File: src/rtl/upload_arbiter.sv
// Packet-level round-robin arbiter for the command_processor upload channel.
// A granted handler owns the channel for a whole packet; a watchdog reclaims stalled grants.
module upload_arbiter #(
    parameter int NUM_SOURCES    = 4,
    parameter int TIMEOUT_CYCLES = 65535
) (
    input  logic                     clk,
    input  logic                     rst_n,
    input  logic [NUM_SOURCES-1:0]   src_upload_req,
    input  logic [NUM_SOURCES-1:0]   src_upload_valid,
    input  logic [8*NUM_SOURCES-1:0] src_upload_data,
    input  logic [8*NUM_SOURCES-1:0] src_upload_source,
    output logic [NUM_SOURCES-1:0]   src_upload_ready,
    output logic                     upload_req,
    output logic                     upload_valid,
    output logic [7:0]               upload_data,
    output logic [7:0]               upload_source,
    input  logic                     upload_ready,
    output logic [NUM_SOURCES-1:0]   grant_onehot,
    output logic                     arb_timeout
);

    localparam int IDX_W = (NUM_SOURCES > 1) ? $clog2(NUM_SOURCES) : 1;
    localparam int CNT_W = (TIMEOUT_CYCLES > 0) ? $clog2(TIMEOUT_CYCLES + 1) : 1;
    localparam logic [CNT_W-1:0] CNT_MAX  = '1;
    localparam logic [CNT_W-1:0] CNT_LAST = CNT_W'((TIMEOUT_CYCLES > 0) ? TIMEOUT_CYCLES - 1 : 0);
    localparam logic [IDX_W-1:0] IDX_LAST = IDX_W'(NUM_SOURCES - 1);

    typedef enum logic [1:0] {
        IDLE,
        GRANT,
        GAP
    } state_t;

    state_t           state;
    logic [IDX_W-1:0] grant_idx;
    logic [IDX_W-1:0] last_grant;
    logic [IDX_W-1:0] next_idx;
    logic [IDX_W-1:0] cand;
    logic             found;
    logic [CNT_W-1:0] stall_cnt;
    logic             xfer;
    logic             stall_hit;

    // Search starts just after the previous winner so every requester gets a turn.
    always_comb begin
        next_idx = '0;
        found    = 1'b0;
        cand     = '0;
        for (int k = 1; k <= NUM_SOURCES; k++) begin
            cand = IDX_W'((int'(last_grant) + k) % NUM_SOURCES);
            if (!found && src_upload_req[cand]) begin
                found    = 1'b1;
                next_idx = cand;
            end
        end
    end

    // Once granted, the source's byte stream passes straight through with no added latency.
    always_comb begin
        upload_req       = 1'b0;
        upload_valid     = 1'b0;
        upload_data      = '0;
        upload_source    = '0;
        src_upload_ready = '0;
        if (state == GRANT) begin
            upload_req                  = src_upload_req[grant_idx];
            upload_valid                = src_upload_valid[grant_idx];
            upload_data                 = src_upload_data[{grant_idx, 3'b000} +: 8];
            upload_source               = src_upload_source[{grant_idx, 3'b000} +: 8];
            src_upload_ready[grant_idx] = upload_ready & src_upload_req[grant_idx];
        end
    end

    assign xfer      = upload_req & upload_valid & upload_ready;
    assign stall_hit = (TIMEOUT_CYCLES != 0) && (stall_cnt >= CNT_LAST);

    always_ff @(posedge clk or negedge rst_n) begin
        if (!rst_n) begin
            state        <= IDLE;
            grant_idx    <= '0;
            last_grant   <= IDX_LAST;
            stall_cnt    <= '0;
            grant_onehot <= '0;
            arb_timeout  <= 1'b0;
        end else begin
            arb_timeout <= 1'b0;
            case (state)
                IDLE: begin
                    if (found) begin
                        state        <= GRANT;
                        grant_idx    <= next_idx;
                        last_grant   <= next_idx;
                        grant_onehot <= NUM_SOURCES'(1) << next_idx;
                        stall_cnt    <= '0;
                    end
                end
                GRANT: begin
                    // A timeout still pulses when it coincides with the source releasing req.
                    if (!src_upload_req[grant_idx]) begin
                        state        <= GAP;
                        grant_onehot <= '0;
                        stall_cnt    <= '0;
                        arb_timeout  <= stall_hit;
                    end else if (xfer) begin
                        stall_cnt <= '0;
                    end else if (stall_hit) begin
                        state        <= GAP;
                        grant_onehot <= '0;
                        stall_cnt    <= '0;
                        arb_timeout  <= 1'b1;
                    end else if (stall_cnt != CNT_MAX) begin
                        stall_cnt <= stall_cnt + 1'b1;
                    end
                end
                GAP: begin
                    state <= IDLE;
                end
                default: begin
                    state        <= IDLE;
                    grant_onehot <= '0;
                end
            endcase
        end
    end

endmodule

File: config.mk
export PLATFORM = sky130hd
export DESIGN_NAME = upload_arbiter
export DESIGN_NICKNAME = d
export VERILOG_FILES = /design/src/rtl/upload_arbiter.sv
export SDC_FILE = /design/constraint.sdc
export NUM_CORES = 1
export LEC_CHECK = 0
export ABC_AREA = 0
export CAP_MARGIN = 20
export CORE_UTILIZATION = 31
export DETAILED_ROUTE_END_ITERATION = 12
export GPL_ROUTABILITY_DRIVEN = 0
export PLACE_DENSITY_LB_ADDON = 0.2
export SYNTH_ARGS = -nofsm -noshare
export SYNTH_HDL_FRONTEND = slang
export SYNTH_SLANG_ARGS = --single-unit
File: constraint.sdc
create_clock -name clk -period 4.53 [get_ports clk]
set_clock_uncertainty 0.05 [all_clocks]
set_input_delay 0.453 -clock clk [delete_from_list [all_inputs] [get_ports clk]]
set_output_delay 0.453 -clock clk [all_outputs]
set_load 0.05 [all_outputs]
==> Implementation_results.wiki, run 1 <==
{| class="wikitable"
! Metric !! Value
|-
| Hold depth || 1
|-
| Clock tree from TritonCTS || built
|-
| Seq cells post-synth || 27
|-
| Residual overflow from global routing || 0
|-
| Deepest clock path buffer count || 2
|-
| Final antenna-violating net count || 0
|-
| Count of unique library cells instantiated by Yosys || 47
|-
| Top-Level Pins || slightly above 100
|-
| Setup crit end kind || primary output
|-
| Pleak || 1.182 nW
|-
| Height of the die || 82.86 µm
|-
| Clk Latency, worst-skew pair || 0.27 ns
|-
| Filler Cell Count || 613
|-
| Ys Warns || 0
|-
| Reg2reg end || stall_cnt[7]
|-
| Largest area contributor in the netlist || dfrtp_1
|-
| Top area cells in the synthesized netlist || dfrtp_1 (31%), mux4_2 (20%), and2_1 (5.2%), dfstp_2 (2.6%), o31ai_1 (2.6%)
|-
| Required time of the critical path || ~4 ns
|-
| Category of the critical setup timing path || flop to primary output
|-
| Wire length reported by the detailed router || 6.153 mm
|-
| Power density relative to cell area || 527.4 mW/mm²
|-
| Top-area cell type share of the netlist area || 0.3086
|-
| Horizontal extent of the die || 82.86 µm
|-
| Share of layout cells above drive strength 1 || 0.1141
|-
| Number of gates resized after CTS || 0
|-
| Main flop type after synthesis || dfrtp_1
|-
| Final Slew Violations || 0
|-
| Setup repair after global routing missed its margin || false
|-
| Maximum number of pins on one net before global-route repair || 28
|-
| Count of final setup violators || 0
|-
| Synth Net Count || about 280
|-
| Area growth, synth to finish || 56.91%
|-
| Synthesized netlist cell count || a little under 200
|-
| Maximum vdd drop || 0.0004004 V
|-
| Post-CTS setup-driven buffer insertion count || 0
|-
| Cell chosen for the clock root || clkbuf_8
|-
| Hold path endpoint || grant_onehot[0]
|-
| Final TNS setup || 0 ns
|-
| Placed wire-length estimate after detailed placement || 4.847 mm
|-
| Part of the cycle the worst path needs || 0.6769
|-
| Footprint of the flip-flops and latches || 678.2 µm²
|-
| Count of clock tree sinks || 27
|-
| Highest-count cells in the layout ignoring fill and taps || clkdlybuf4s50_1 (101), dfrtp_1 (25), mux4_2 (18)
|-
| Diode count || 0
|-
| Detailed-routing iteration count for the pre-antenna-repair pass || 4
|-
| HP Class || flop to flop
|-
| Via Count || 2,019
|-
| Multi-input combinational cell area || 0.001274 mm²
|-
| Startpoint type of the worst setup path || flop
|-
| Status || finished, final reports clean
|-
| Count of buffers from port buffering || between 100 and 150
|-
| Final number of hold-violating endpoints || 0
|-
| Cell area after technology mapping || 0.002027 mm²
|-
| Vias per inst || 5.384
|-
| Combined global-route utilization of all metal layers || 0.1811
|-
| R2r startpoint || grant_idx[1]
|-
| Clock-pin slew of the registers on the worst-case setup and hold paths || 0.09 ns
|-
| Worst Max-Slew Pin Slew || just over 1 ns
|-
| Initial detailed-routing violation count || 72
|-
| Overall die area || 0.006866 mm²
|-
| Initial standard-cell utilization of the core || 0.3210
|-
| Synth async-reset ratio || 1.000
|-
| DRC violation count after routing || 0
|-
| Count of flip-flops with a built-in enable after synthesis || 0
|-
| Largest driver fanout on the critical path || 22
|-
| Flop2flop setup slack || 1.69 ns
|-
| # nets final || between 300 and 400
|-
| Final Hold Slack || 0.4472 ns
|-
| Site row count || 29
|-
| Wire per inst || 16.41 µm
|-
| Max_slew headroom || 0.3038
|-
| Most common cell after layout, fill and taps aside || clkdlybuf4s50_1
|-
| Number of hold buffers added after cts || 0
|-
| Number of clock buffers inserted by TritonCTS || 3
|-
| Core outline area || 0.006314 mm²
|-
| Per-instance average area after synthesis || between 10 and 15 µm²
|-
| Global-route wire length before repair || 10.27 mm
|-
| H-tree level count || 1
|-
| Sequential element share of the synthesized area || 0.3346
|-
| Launch instance of the worst min-delay path || grant_onehot[0]
|-
| Highest attainable clock frequency || 326.1 MHz
|-
| Max Cap Viol || 0
|-
| Min cycle time layout || just over 3 ns
|-
| Via count of the first global-routing pass || 1,974
|-
| Depth of the worst register-to-register path || 5
|-
| Initial antenna violation count || 0
|-
| Signal arrival time at the worst endpoint || roughly 2.6 ns
|}
kinds of logic (layout without fill, tap and decap cells):
logic type	Yosys count	count (layout)	share of synthesized area
buffers and inverters	16	116	0.03704
XOR/XNOR	1	1	0.004322
multiplexers	18	18	0.2000
flip-flops	27	27	0.3346
AND/OR/NAND/NOR	83	83	0.2352
adder cells (fa/ha/maj)	2	2	0.01234
AO/OA/AOI/OAI	51	51	0.1766
how the worst max path moves through the flow:
| stage | start | slack (ns) | end |
|---|---|---|---|
| final | grant_idx[1] | 1.46 | upload_req |
| after global routing | grant_idx[1] | 1.31 | upload_req |
| after CTS | grant_idx[0] | 1.01 | upload_data[4] |
| after detailed placement | grant_idx[0] | 1.32 | upload_data[4] |
| after global placement | grant_idx[0] | 1.35 | upload_data[4] |
| after floorplan | state[1] | 1.50 | src_upload_ready[0] |
cell usage after synthesis (2+ instances only):
library cell / count
clkbuf_1: 6
buf_6: 2
nor2b_1: 3
and2_1: 17
ha_1: 2
mux4_2: 18
dfrtp_1: 25
nand3_1: 8
nor2_1: 9
o21a_1: 3
o211ai_1: 6
nor4_1: 4
o21ai_1: 2
or2_1: 2
nand2_1: 13
a32o_1: 2
a21oi_1: 8
inv_1: 7
o31ai_1: 7
nand2b_1: 4
nand4_1: 6
o2bb2ai_1: 3
nor3_1: 6
dfstp_2: 2
a22o_1: 2
a21o_1: 3
o21ai_0: 8
where the power goes:
| part | internal, W | switching (W) |
|---|---|---|
| Clock | 0.0000629 | 0.0000739 |
| Sequential | 0.000296 | 0.0000766 |
| Combinational | 0.000513 | 0.000655 |
layout make-up:
class,instances,share of cell area
Multi-Input combinational cell,155,0.4005
Sequential cell,27,0.2132
Clock buffer,4,0.01416
Tap cell,77,0.03029
Inverter,7,0.008261
Timing Repair Buffer,105,0.3336
per-stage QoR:
| stage | total power, W | utilization | worst slack (ns) | instance area [µm²] | instances |
|---|---|---|---|---|---|
| 2_1_floorplan | 0.001180 | - | 1.504 | 2027 | 198 |
| 5_1_grt | 0.001785 | 0.5038 | 1.314 | 3181 | 375 |
| 3_5_place_dp | 0.001528 | 0.4923 | 1.318 | 3108 | 370 |
| 3_3_place_gp | 0.001519 | 0.4923 | 1.348 | 3108 | 370 |
| 6_report | 0.001677 | 0.5038 | 1.464 | 3181 | 375 |
| 4_1_cts | 0.001668 | 0.4994 | 1.013 | 3153 | 374 |
worst max-delay path, cell delays in order, from the launching register on:
cell             delay [ns]
dfrtp_1                0.91
mux4_2                 0.34
nand2_1                0.11
inv_1                  0.11
clkdlybuf4s50_1        0.83
registers in the layout, indices dropped and copies added, names as in the netlist:
register	cells
stall_cnt	16
last_grant	2
arb_timeout	1
grant_idx	2
state	2
grant_onehot	4
metal layers:
layer	GRT usage	part of all wire	up-vias
met5	0	0	-
met4	0.02821	0.0075	0
met3	0.02783	0.041	4
met2	0.3182	0.51	67
met1	0.2396	0.45	980
li1	-	-	968
No activity file was read; power rests on OpenSTA's default activity.
==> run 2, diff against run 1 <==
clock period = 2.85 ns   (was 4.53 ns; I/O delays follow)
==> Implementation_results.wiki, run 2 (synthesis gave the netlist of run 1 again) <==
{| class="wikitable"
! Metric !! Value
|-
| Leading registers by flop count || stall_cnt: 16 flops, grant_onehot: 4 flops
|-
| Final antenna-violating net count || 0
|-
| Via Count || 2,024
|-
| Flop2flop setup slack || 0.53 ns
|-
| Detailed-routing iteration count for the pre-antenna-repair pass || 4
|-
| Signal arrival time at the worst endpoint || 2.60 ns
|-
| Worst Max-Slew Pin Slew || 0.9452 ns
|-
| Required time of the critical path || 2.99 ns
|-
| Part of the cycle the worst path needs || 0.8638
|-
| Depth of the worst register-to-register path || 5
|-
| Count of buffers from port buffering || 101
|-
| Clk Latency, worst-skew pair || 0.27 ns
|-
| Via count of the first global-routing pass || 2,037
|-
| Status || finished, final reports clean
|-
| Core outline area || 0.006314 mm²
|-
| Highest attainable clock frequency || 406.2 MHz
|-
| Clock-pin slew of the registers on the worst-case setup and hold paths || about 0.090 ns
|-
| Number of hold buffers added after cts || 0
|-
| Most common cell after layout, fill and taps aside || clkdlybuf4s50_1
|-
| Placed wire-length estimate after detailed placement || 4.811 mm
|-
| Highest-count cells in the layout ignoring fill and taps || clkdlybuf4s50_1 (79), buf_4 (27), dfrtp_1 (25)
|-
| Clock tree from TritonCTS || built
|-
| DRC violation count after routing || 0
|-
| Startpoint type of the worst setup path || input port
|-
| Met1 Track Usage GR || 0.2463
|-
| Global routing met3 resource utilization || 0.02485
|-
| H-tree level count || 1
|-
| Most utilized layer in the global route result || met2
|-
| Sw Ratio || 0.4908
|-
| Count of clock tree sinks || 27
|-
| Site row count || 29
|-
| Category of the critical setup timing path || input port to flop
|-
| Count of final setup violators || 0
|-
| Top-Level Pins || 102
|-
| Maximum number of pins on one net before global-route repair || 28
|-
| R2r startpoint || grant_idx[0]
|-
| Maximum vdd drop || 0.0007813 V
|-
| Number of gates resized after CTS || 0
|-
| Logic pwr share || 0.708
|-
| Post-detailed-placement cell area || about 0.0032 mm²
|-
| Number of clock buffers inserted by TritonCTS || 3
|-
| Initial detailed-routing violation count || around 110
|-
| Setup crit end kind || flop
|-
| Diode count || 0
|-
| Setup repair after global routing missed its margin || false
|-
| Power density relative to cell area || 822.2 mW/mm²
|-
| Initial standard-cell utilization of the core || 0.3210
|-
| Largest driver fanout on the critical path || 12
|-
| Final design instance area without fill || around 0.0032 mm²
|-
| HP Class || input port to asynchronous set/reset pin
|-
| Seq pwr share || 0.209
|-
| Pleak || 1.254 nW
|-
| Max Cap Viol || 0
|-
| Area growth, synth to finish || 57.90%
|-
| Deepest clock path buffer count || 2
|-
| Number of flip-flops under the largest register name || 16
|-
| Initial antenna violation count || 0
|-
| Horizontal extent of the die || slightly above 80 µm
|-
| Final TNS setup || 0 ns
|-
| Share of layout cells above drive strength 1 || 0.2079
|-
| Grt met2 use || 0.3130
|-
| Reg2reg end || stall_cnt[0]
|-
| Min cycle time layout || 2.462 ns
|-
| Overall die area || 0.006866 mm²
|-
| Residual overflow from global routing || 0
|-
| Switching power summed over all nets || 0.001292 W
|-
| # nets final || around 380
|-
| Wire length reported by the detailed router || 6.009 mm
|-
| Clock network fraction of total power || 0.082
|-
| Register with the most flip-flops || stall_cnt
|-
| Post-CTS setup-driven buffer insertion count || 0
|-
| Combined global-route utilization of all metal layers || 0.1837
|-
| Cell chosen for the clock root || clkbuf_8
|-
| Height of the die || 82.86 µm
|-
| Final Slew Violations || 0
|-
| Global-route wire length before repair || 10.42 mm
|-
| Vias per inst || 5.326
|-
| Wire per inst || 15.81 µm
|-
| Cell-internal power || 0.001340 W
|-
| Final number of hold-violating endpoints || 0
|-
| Max_slew headroom || 0.3699
|}
## run 2: cell type report
| type | count | area [µm²] |
|---|---|---|
| fill | 615 | 3113 |
| multi-input combinational | 155 | 1280 |
| timing repair buffer | 110 | 1074 |
| sequential | 27 | 678.2 |
| tap | 77 | 96.34 |
| clock buffer | 3 | 41.29 |
| inverter | 7 | 26.28 |
| clock inverter | 1 | 5.005 |
## run 2: metrics by stage
| step | setup WS (ns) | utilization | hold slack [ns] | cells | power [W] |
|---|---|---|---|---|---|
| floorplan | 0.5140 | - | -0.06059 | 198 | 0.001879 |
| finish | 0.3883 | 0.5069 | 0.3392 | 380 | 0.002632 |
| global route | 0.2262 | 0.5069 | 0.3768 | 380 | 0.002810 |
| detailed placement | 0.1616 | 0.4996 | 0.4282 | 376 | 0.002442 |
| CTS | 0.4414 | 0.5069 | 0.3516 | 380 | 0.002665 |
| global placement | 0.1813 | 0.4996 | 0.4287 | 376 | 0.002437 |
## run 2: power by group through the flow
stage / clock, W / combinational [W] / sequential [W]
finish: 0.000217 / 0.00186 / 0.000551
CTS: 0.000226 / 0.00189 / 0.000552
global route: 0.000242 / 0.00200 / 0.000568
global placement: 0 / 0.00188 / 0.000561
detailed placement: 0 / 0.00188 / 0.000560
floorplan: 0 / 0.00125 / 0.000632
## run 2: metal layers
layer / routed length, µm / part of all wire
met1: 2691 / 0.45
met5: 0 / 0
met3: 241 / 0.040
met4: 105 / 0.017
met2: 2970 / 0.49
## run 2: how the worst max path moves through the flow
stage / cells after the start / from / end
floorplan: 4 / state[1] / src_upload_ready[1]
global placement: 6 / src_upload_req[3] / stall_cnt[11]
detailed placement: 6 / src_upload_req[3] / stall_cnt[11]
CTS: 6 / src_upload_req[3] / stall_cnt[11]
global route: 6 / src_upload_req[3] / stall_cnt[11]
finish: 6 / src_upload_req[3] / stall_cnt[11]
## run 2: worst max-delay path, stage by stage
cell             delay [ns]
clkdlybuf4s50_1        0.59
nor4_1                 0.12
a21oi_1                0.77
nand3b_1               0.33
or2_1                  0.32
o31ai_1                0.18
==> run 3, diff against run 2 <==
PLACE_DENSITY_LB_ADDON = default   (was 0.2)
==> Implementation_results.wiki, run 3 (synthesis gave the netlist of run 1 again) <==
{| class="wikitable"
! Metric !! Value
|-
| Slowest cell on the critical path || o31ai_1
|-
| Count of buffers from port buffering || 101
|-
| Status || finished, final reports clean
|-
| Initial standard-cell utilization of the core || 0.3210
|-
| Footprint of the flip-flops and latches || 678.2 µm²
|-
| Count of final setup violators || 0
|-
| Core outline area || 0.006314 mm²
|-
| Register with the most flip-flops || stall_cnt
|-
| Final antenna-violating net count || 0
|-
| Clock-pin slew of the registers on the worst-case setup and hold paths || 0.10 ns
|-
| Category of the critical setup timing path || flop to flop
|-
| Signal arrival time at the worst endpoint || roughly 2.7 ns
|-
| Height of the die || 82.86 µm
|-
| Final TNS setup || 0 ns
|-
| Area growth, synth to finish || 57.65%
|-
| Highest-count cells in the layout ignoring fill and taps || clkdlybuf4s50_1 (79), buf_4 (26), dfrtp_1 (25)
|-
| Diode count || 0
|-
| Number of clock buffers inserted by TritonCTS || 3
|-
| Clock tree from TritonCTS || built
|-
| Initial detailed-routing violation count || approximately 120
|-
| Grt met2 use || 0.3212
|-
| Number of hold buffers added after cts || 0
|-
| Number of gates resized after CTS || 0
|-
| Via count of the first global-routing pass || 1,981
|-
| Final Slew Violations || 0
|-
| DRC violation count after routing || 0
|-
| Cell chosen for the clock root || clkbuf_8
|-
| Setup repair after global routing missed its margin || false
|-
| Deepest clock path buffer count || 2
|-
| Power density relative to cell area || ~830 mW/mm²
|-
| Multi-input combinational cell area || 0.001280 mm²
|-
| Clock network fraction of total power || 0.086
|-
| Most utilized layer in the global route result || met2
|-
| Post-CTS setup-driven buffer insertion count || 0
|-
| Number of flip-flops under the largest register name || 16
|-
| Min cycle time layout || around 2.5 ns
|-
| Largest driver fanout on the critical path || 8
|-
| Maximum vdd drop || around 0.00071 V
|-
| Top-Level Pins || 102
|-
| Wire per inst || 17.34 µm
|-
| Largest stage delay on the critical path || 0.87 ns
|-
| Final design instance area without fill || 0.003196 mm²
|-
| Wire length reported by the detailed router || 6.571 mm
|-
| Via Count || 2,021
|-
| Fin util || 0.5061
|-
| Filler Cell Count || 607
|-
| Post-detailed-placement cell area || 0.003147 mm²
|-
| Global-route wire length before repair || 10.48 mm
|-
| # nets final || 380
|-
| H-tree level count || 1
|-
| Met1 Track Usage GR || 0.2521
|-
| Detailed-routing iteration count for the pre-antenna-repair pass || 4
|-
| Count of clock tree sinks || 27
|-
| Required time of the critical path || 2.98 ns
|-
| Vias per inst || 5.332
|-
| Max_slew headroom || 0.2902
|-
| Setup crit end kind || flop
|-
| Horizontal extent of the die || 82.86 µm
|-
| Max Cap Viol || 0
|-
| Global routing met3 resource utilization || 0.03082
|-
| Residual overflow from global routing || 0
|-
| Worst Max-Slew Pin Slew || around 1.1 ns
|-
| Part of the cycle the worst path needs || 0.8924
|-
| Share of layout cells above drive strength 1 || 0.2053
|-
| Critical-path cell list || mux4_2, and2_4, o31ai_1, o211ai_1, o41ai_1
|-
| Most common cell after layout, fill and taps aside || clkdlybuf4s50_1
|-
| Switching power summed over all nets || 0.001325 W
|-
| Pwr Total || 0.002663 W
|-
| Pleak || 1.244 nW
|-
| Cell-internal power || approximately 0.0013 W
|-
| HP Class || input port to asynchronous set/reset pin
|-
| Startpoint type of the worst setup path || flop
|-
| Combined global-route utilization of all metal layers || 0.1888
|-
| Logic pwr share || 0.704
|-
| Maximum number of pins on one net before global-route repair || 28
|-
| Highest attainable clock frequency || about 400 MHz
|-
| Leading registers by flop count || stall_cnt: 16 flops, grant_onehot: 4 flops
|-
| Initial antenna violation count || 0
|-
| Final number of hold-violating endpoints || 0
|-
| Seq pwr share || 0.210
|-
| Sw Ratio || 0.4978
|-
| Placed wire-length estimate after detailed placement || 5.251 mm
|-
| Final Hold Slack || about 0.32 ns
|-
| Overall die area || 0.006866 mm²
|-
| Clk Latency, worst-skew pair || 0.28 ns
|-
| Site row count || 29
|}
-- run 3: cell types whose count changed in the layout (fill, tap and decap cells not counted), sizes merged --
cell      before  now
clkinvlp       0    1
buf           31   30
clkinv         1    0
-- run 3: power by group through the flow --
stage	Sequential, W	Clock (W)	Combinational (W)
3_5_place_dp	0.000565	0	0.00189
3_3_place_gp	0.000568	0	0.00188
4_1_cts	0.000560	0.000233	0.00190
5_1_grt	0.000574	0.000248	0.00199
2_1_floorplan	0.000632	0	0.00125
6_report	0.000559	0.000228	0.00188
-- run 3: cell type report --
cell class / count / share of cell area
flip-flops and latches: 27 / 0.2122
well taps: 77 / 0.03015
clock inverters: 1 / 0.002349
inverters: 7 / 0.008222
repair buffers: 109 / 0.3336
multi-input cells: 155 / 0.4005
clock buffers: 3 / 0.01292
-- run 3: final timing paths --
| kind | startpoint | endpoint | slack [ns] | depth (start not counted) |
|---|---|---|---|---|
| worst max-delay path | grant_idx[0] | stall_cnt[7] | 0.31 | 5 |
| worst min-delay path | rst_n | stall_cnt[2] | 0.32 | 2 |
| worst max register to register | grant_idx[0] | stall_cnt[7] | 0.31 | 5 |
| worst min register to register | grant_onehot[2] | grant_onehot[2] | 0.46 | 1 |
| max in group asynchronous | rst_n | last_grant[1] | 2.12 | 2 |
| min in group clk | grant_onehot[2] | grant_onehot[2] | 0.46 | 1 |
-- run 3: worst max-delay path: cells and delay by family (launching register included) --
family          cells  cell delay [ns]
mux                 1             0.57
simple gates        1             0.19
flops               1             0.46
compound gates      3             1.18
-- run 3: routing by layer --
metal | share of wire | vias up
met5 | 0 | -
met2 | 0.50 | 44
li1 | - | 981
met3 | 0.029 | 14
met4 | 0.023 | 0
met1 | 0.45 | 982
-- run 3: stage by stage --
step	std cells	setup slack (ns)
global placement	375	0.08247
global route	379	0.1812
floorplan	198	0.5140
finish	379	0.3066
CTS	379	0.2280
detailed placement	375	0.07126
